==> src/rtl/mux_arb_pkg.sv <==
// Shared constants, state encoding and pointer helper for the 16-way arbiter.
package mux_arb_pkg;

    localparam int NREQ  = 16;
    localparam int SEL_W = 4;

    typedef enum logic {
        ARB_IDLE = 1'b0,
        ARB_HOLD = 1'b1
    } arb_state_t;

    // Next round-robin position; 4-bit overflow gives the 15 -> 0 wrap.
    function automatic logic [SEL_W-1:0] ptr_inc(input logic [SEL_W-1:0] p);
        return p + SEL_W'(1);
    endfunction

endpackage

==> src/rtl/mux16x1.sv <==
// Single-bit 16:1 select; one copy per data bit shares the lane select.
module mux16x1
    import mux_arb_pkg::*;
(
    input  logic [NREQ-1:0]  d,
    input  logic [SEL_W-1:0] s,
    output logic             y
);

    assign y = d[s];

endmodule

==> src/rtl/rr_pick16.sv <==
// Combinational round-robin picker: first requester at or after ptr, wrapping.
module rr_pick16
    import mux_arb_pkg::*;
(
    input  logic [NREQ-1:0]  req,
    input  logic [SEL_W-1:0] ptr,
    output logic             found,
    output logic [SEL_W-1:0] idx
);

    logic [NREQ-1:0]  rot;
    logic [SEL_W-1:0] ofs;

    // Rotate so that bit 0 is the lane at ptr; 4-bit index sum wraps mod 16.
    always_comb begin
        rot = '0;
        for (int k = 0; k < NREQ; k++) begin
            rot[k] = req[ptr + SEL_W'(k)];
        end
    end

    // Lowest set bit of the rotated vector, mapped back to a lane number.
    always_comb begin
        ofs = '0;
        for (int k = NREQ - 1; k >= 0; k--) begin
            if (rot[k]) ofs = SEL_W'(k);
        end
        found = |rot;
        idx   = ptr + ofs;
    end

endmodule

==> src/rtl/mux16_rr_arbiter.sv <==
// Round-robin arbiter sharing one 16:1 data mux; captures the winner's data
// and holds it until the downstream valid/ready handshake completes.
module mux16_rr_arbiter
    import mux_arb_pkg::*;
#(
    parameter int DW        = 1,
    parameter int RESET_PTR = 0
) (
    input  logic               clk,
    input  logic               rst_n,
    input  logic [15:0]        req,
    input  logic [16*DW-1:0]   din,
    output logic [15:0]        gnt,
    output logic [3:0]         sel,
    output logic               out_valid,
    input  logic               out_ready,
    output logic [DW-1:0]      out_data,
    output logic [3:0]         out_src
);

    arb_state_t           state;
    logic [SEL_W-1:0]     ptr;
    logic                 pick_found;
    logic [SEL_W-1:0]     pick_idx;
    logic [DW-1:0][NREQ-1:0] col;
    logic [DW-1:0]        mux_q;

    rr_pick16 u_pick (
        .req   (req),
        .ptr   (ptr),
        .found (pick_found),
        .idx   (pick_idx)
    );

    // The mux is steered by the live pick so data is captured on the grant edge.
    for (genvar b = 0; b < DW; b++) begin : g_bit
        for (genvar i = 0; i < NREQ; i++) begin : g_lane
            assign col[b][i] = din[i*DW + b];
        end
        mux16x1 u_mux (
            .d (col[b]),
            .s (pick_idx),
            .y (mux_q[b])
        );
    end

    // Arbitration FSM with all outputs registered; HOLD ignores req/din.
    always_ff @(posedge clk or negedge rst_n) begin
        if (!rst_n) begin
            state     <= ARB_IDLE;
            ptr       <= SEL_W'(RESET_PTR);
            gnt       <= '0;
            sel       <= '0;
            out_valid <= 1'b0;
            out_data  <= '0;
            out_src   <= '0;
        end else begin
            case (state)
                ARB_IDLE: begin
                    if (pick_found) begin
                        sel       <= pick_idx;
                        out_src   <= pick_idx;
                        gnt       <= NREQ'(1) << pick_idx;
                        out_data  <= mux_q;
                        out_valid <= 1'b1;
                        state     <= ARB_HOLD;
                    end else begin
                        gnt       <= '0;
                        out_valid <= 1'b0;
                    end
                end
                ARB_HOLD: begin
                    if (out_ready) begin
                        out_valid <= 1'b0;
                        gnt       <= '0;
                        ptr       <= ptr_inc(sel);
                        state     <= ARB_IDLE;
                    end
                end
                default: state <= ARB_IDLE;
            endcase
        end
    end

endmodule

==> config.mk <==
export PLATFORM = sky130hd
export DESIGN_NAME = mux16_rr_arbiter
export DESIGN_NICKNAME = d
export VERILOG_FILES = /design/src/rtl/mux_arb_pkg.sv /design/src/rtl/mux16x1.sv /design/src/rtl/rr_pick16.sv /design/src/rtl/mux16_rr_arbiter.sv
export SDC_FILE = /design/constraint.sdc
export NUM_CORES = 1
export LEC_CHECK = 0
export CAP_MARGIN = 20
export CORE_UTILIZATION = 54
export CTS_CLUSTER_DIAMETER = 50
export CTS_CLUSTER_SIZE = 12
export DETAILED_ROUTE_END_ITERATION = 8
export GPL_ROUTABILITY_DRIVEN = 0
export MAX_ROUTING_LAYER = met4
export PLACE_DENSITY = 0.86
export RECOVER_POWER = 25
export SLEW_MARGIN = 20
export SYNTH_ARGS = -nofsm -noshare
export SYNTH_HDL_FRONTEND = slang
export SYNTH_SLANG_ARGS = --single-unit
export TNS_END_PERCENT = 100
==> constraint.sdc <==
create_clock -name clk -period 14.3 [get_ports clk]
set_input_delay 1.43 -clock clk [delete_from_list [all_inputs] [get_ports clk]]
set_output_delay 1.43 -clock clk [all_outputs]
set_load 0.01 [all_outputs]
==> qor_table.md <==
| Item | Value |
|---|---|
| Result of the run | complete, no violations |
| List of most frequent post-synthesis cells | dfrtp_1, mux4_2, mux2_2 |
| Synth area leaders | dfrtp_1, mux4_2, mux4_1, mux2_2, ha_1 |
| Clock transition at the register clock pins on the worst setup and hold paths after CTS | 90 ps |
| Die width | 70.3 um |
| Antenna violations before repair | 0 |
| Post-route clock skew | 2.47 ps |
| Clock tree sinks | 27 |
| Std-Cell Rows | 24 |
| Number of enable flip-flop cells after synthesis | 0 |
| Library cell with the highest instance count after synthesis | dfrtp_1 |
| # H-tree levels | 1 |
| Pin count of the biggest net entering global routing | 28 |
| Wirelength, routed | 6.05 mm |
| Leading register cell type out of synthesis | dfrtp_1 |
| Overall Global Routing Usage | 27.0% |
| Vias per inst | 6.49 |
| Critical path endpoint category | flip-flop |
| # diodes | 0 |
| Instance count of the mapped netlist | 203 |
| Distinct cell type count of the synthesized netlist | 45 |
| Crit path cell chain | clkdlybuf4s50_1 > mux4_1 > mux2_2 > mux2_2 > a211o_1 > o32ai_1 > nand2b_1 > ha_1 > inv_1 > fa_1 > mux4_2 > mux4_1 > mux2_2 |
| Mapped cell area | 2520 um2 |
| Yosys warning total | 0 |
| Actual slew at the worst max-slew pin | 1470 ps |
| Fin Setup TNS | 0 ps |
| Final nets | 303 |
| Final count of negative-setup-slack endpoints | 0 |
| Crit-path max FO | 12 |
| CTS tree | done |
| Vias in the first global route | 2020 |
| Unrepaired setup endpoints after global routing | false |
| Syn nets | 250 |
| Largest delay share family, worst path | multiplexers |
| Clock root buffer master | clkbuf_8 |
| Aggregate global routing overflow | 0 |
| Quantity of hold-fixing buffers added after cts | 0 |
| Worst setup path class | input port to flip-flop |
| Number of nets still failing antenna checks after routing | 0 |
| Iteration count of the initial detailed-routing pass | 4 |
| Seq cells post-synth | 27 |
| Post-detailed-placement half-perimeter wirelength | 4.68 mm |
| Max stage delay on crit path | 780 ps |
| Average cell area after synthesis | 12.4 um2 |
| Final critical path time including I/O delays and setup | 5700 ps |
| Number of buffers inserted by post-CTS setup repair | 0 |
| Initial DRC Count | 143 |
| Core footprint | 4410 um2 |
| Fmax achieved | 175 MHz |
| Sort of element at the start of the critical path | input port |
| Required arrival time at the worst endpoint | 14460 ps |
| Cell with the largest stage delay on the worst path | fa_1 |
| Fraction of synthesized cell area taken by the top area cell type | 26.8% |
| Register area share after synthesis | 26.8% |
| Avg WL per Cell | 19.7 um |
| Worst skew pair latency | 270 ps |
| Critical Path Source | req[9] |
| Area leader, netlist | dfrtp_1 |
| Number of I/O port buffers | 60 |
| Post-synth ARST share | 100% |
| Clock Tree Buf Depth | 2 |
| Place WS | 8350 ps |
| Starting Density | 57.1% |
| Slew headroom | 1.75% |
| Tightest Hold Check Type | flip-flop to flip-flop |
| Number of CTS-inserted buffers | 3 |
| Arrival time worst endpoint | 5860 ps |
| Share of final-layout standard cells stronger than drive strength 1 | 19.2% |
| Max-cap viol count | 0 |
| Count of vias placed by the detailed router | 1992 |
| RR Startpoint | ptr[1] |
| Beginning of the worst hold path | out_valid |
| Minimum setup slack in the final design | 8600 ps |
| Vertical die dimension | 70.3 um |
| Area growth syn-to-layout | 26.0% |
| Number of pins with negative max-slew slack in the final report | 0 |
| Worst Path Buf+Inv | 2 |
| Number of resized instances in the post-cts repair step | 0 |
| Most common cell on crit path | mux2_2 |
| Part of the cycle the worst path needs | 39.9% |
| Area enclosed by the die boundary | 4950 um2 |
| Post-route DRC violation count | 0 |
| Final hold vios | 0 |
| Boundary pin count | 61 |
| First-pass GRT wire length | 10.2 mm |
==> state kept, by name (all words and copies together) (netlist names) <==
signal / cells
ptr: 4
out_data: 1
out_valid: 1
state: 1
gnt: 16
out_src: 4
==> cell type report <==
class	instances	area, um2
Inverter	7	26.3
Sequential cell	27	676
Multi-Input combinational cell	154	1740
Clock inverter	1	8.76
Fill cell	300	1230
Tap cell	52	65.1
Clock buffer	3	41.3
Timing Repair Buffer	63	619
==> layout by cell type (no fill, tap or decap), drive strengths merged, types with 2 or more instances in the layout <==
master / instances
a22o: 8
clkbuf: 4
nand2b: 4
and2: 2
mux2: 15
xnor2: 9
clkdlybuf4s50: 59
inv: 8
a21o: 2
nor2b: 4
a32o: 6
nand2: 9
a21oi: 7
nor4: 3
or2: 2
o21ai: 4
mux4: 29
dfrtp: 27
xor2: 6
mux2i: 8
buf: 2
a21boi: 2
ha: 11
nor2: 9
==> metal layers <==
layer  wire, um  track usage (%)  up-vias
met3        352             3.75        8
met5          0                -        -
met2       2950             42.6       72
met4         82             5.33        0
met1       2670             37.5     1000
li1           -                -      912
==> kinds of logic (layout without fill, tap and decap cells) <==
logic type               count (synthesis)  count (layout)  synth area share (%)
multiplexers                            52              52                  37.1
AND/OR/NAND/NOR                         39              39                  8.48
AO/OA/AOI/OAI                           36              36                  11.7
flip-flops                              27              27                  26.8
buffers and inverters                   22              74                  4.22
XOR/XNOR                                15              15                  5.51
adder cells (fa/ha/maj)                 12              12                  6.25
==> stage by stage <==
| stage | util (%) | instance area [um2] | hold slack [ps] | cells |
|---|---|---|---|---|
| CTS | 72.1 | 3180 | 501 | 307 |
| finish | 72.0 | 3180 | 507 | 307 |
| global route | 72.0 | 3180 | 521 | 307 |
| global placement | 70.9 | 3130 | 469 | 303 |
| floorplan | - | 2520 | 515 | 203 |
| detailed placement | 70.9 | 3130 | 486 | 303 |
==> final timing paths <==
check                      cells after the start         to  slack [ps]
setup / recovery                              13   out_data        8600
hold / removal                                 1  out_valid         510
setup reg to reg                              14   out_data        8840
hold reg to reg                                1  out_valid         510
max in group asynchronous                      2     ptr[3]       11420
min in group asynchronous                      2   out_data        2030
==> worst register-to-register path, cell delays in order, from the launching register on <==
cell and delay (ps):
dfrtp_1 740, inv_1 280, ha_1 600, mux4_2 410, mux2_2 310, mux2i_1 270
o211ai_1 140, a211oi_1 260, nor2_1 60, o21ai_0 220, nand2_1 110, fa_1 820
mux4_2 370, mux4_1 490, mux2_2 270
Power is left out: the tool's default activity adds up to more than one toggle a clock period on the data nets, which glitch-free logic cannot reach.
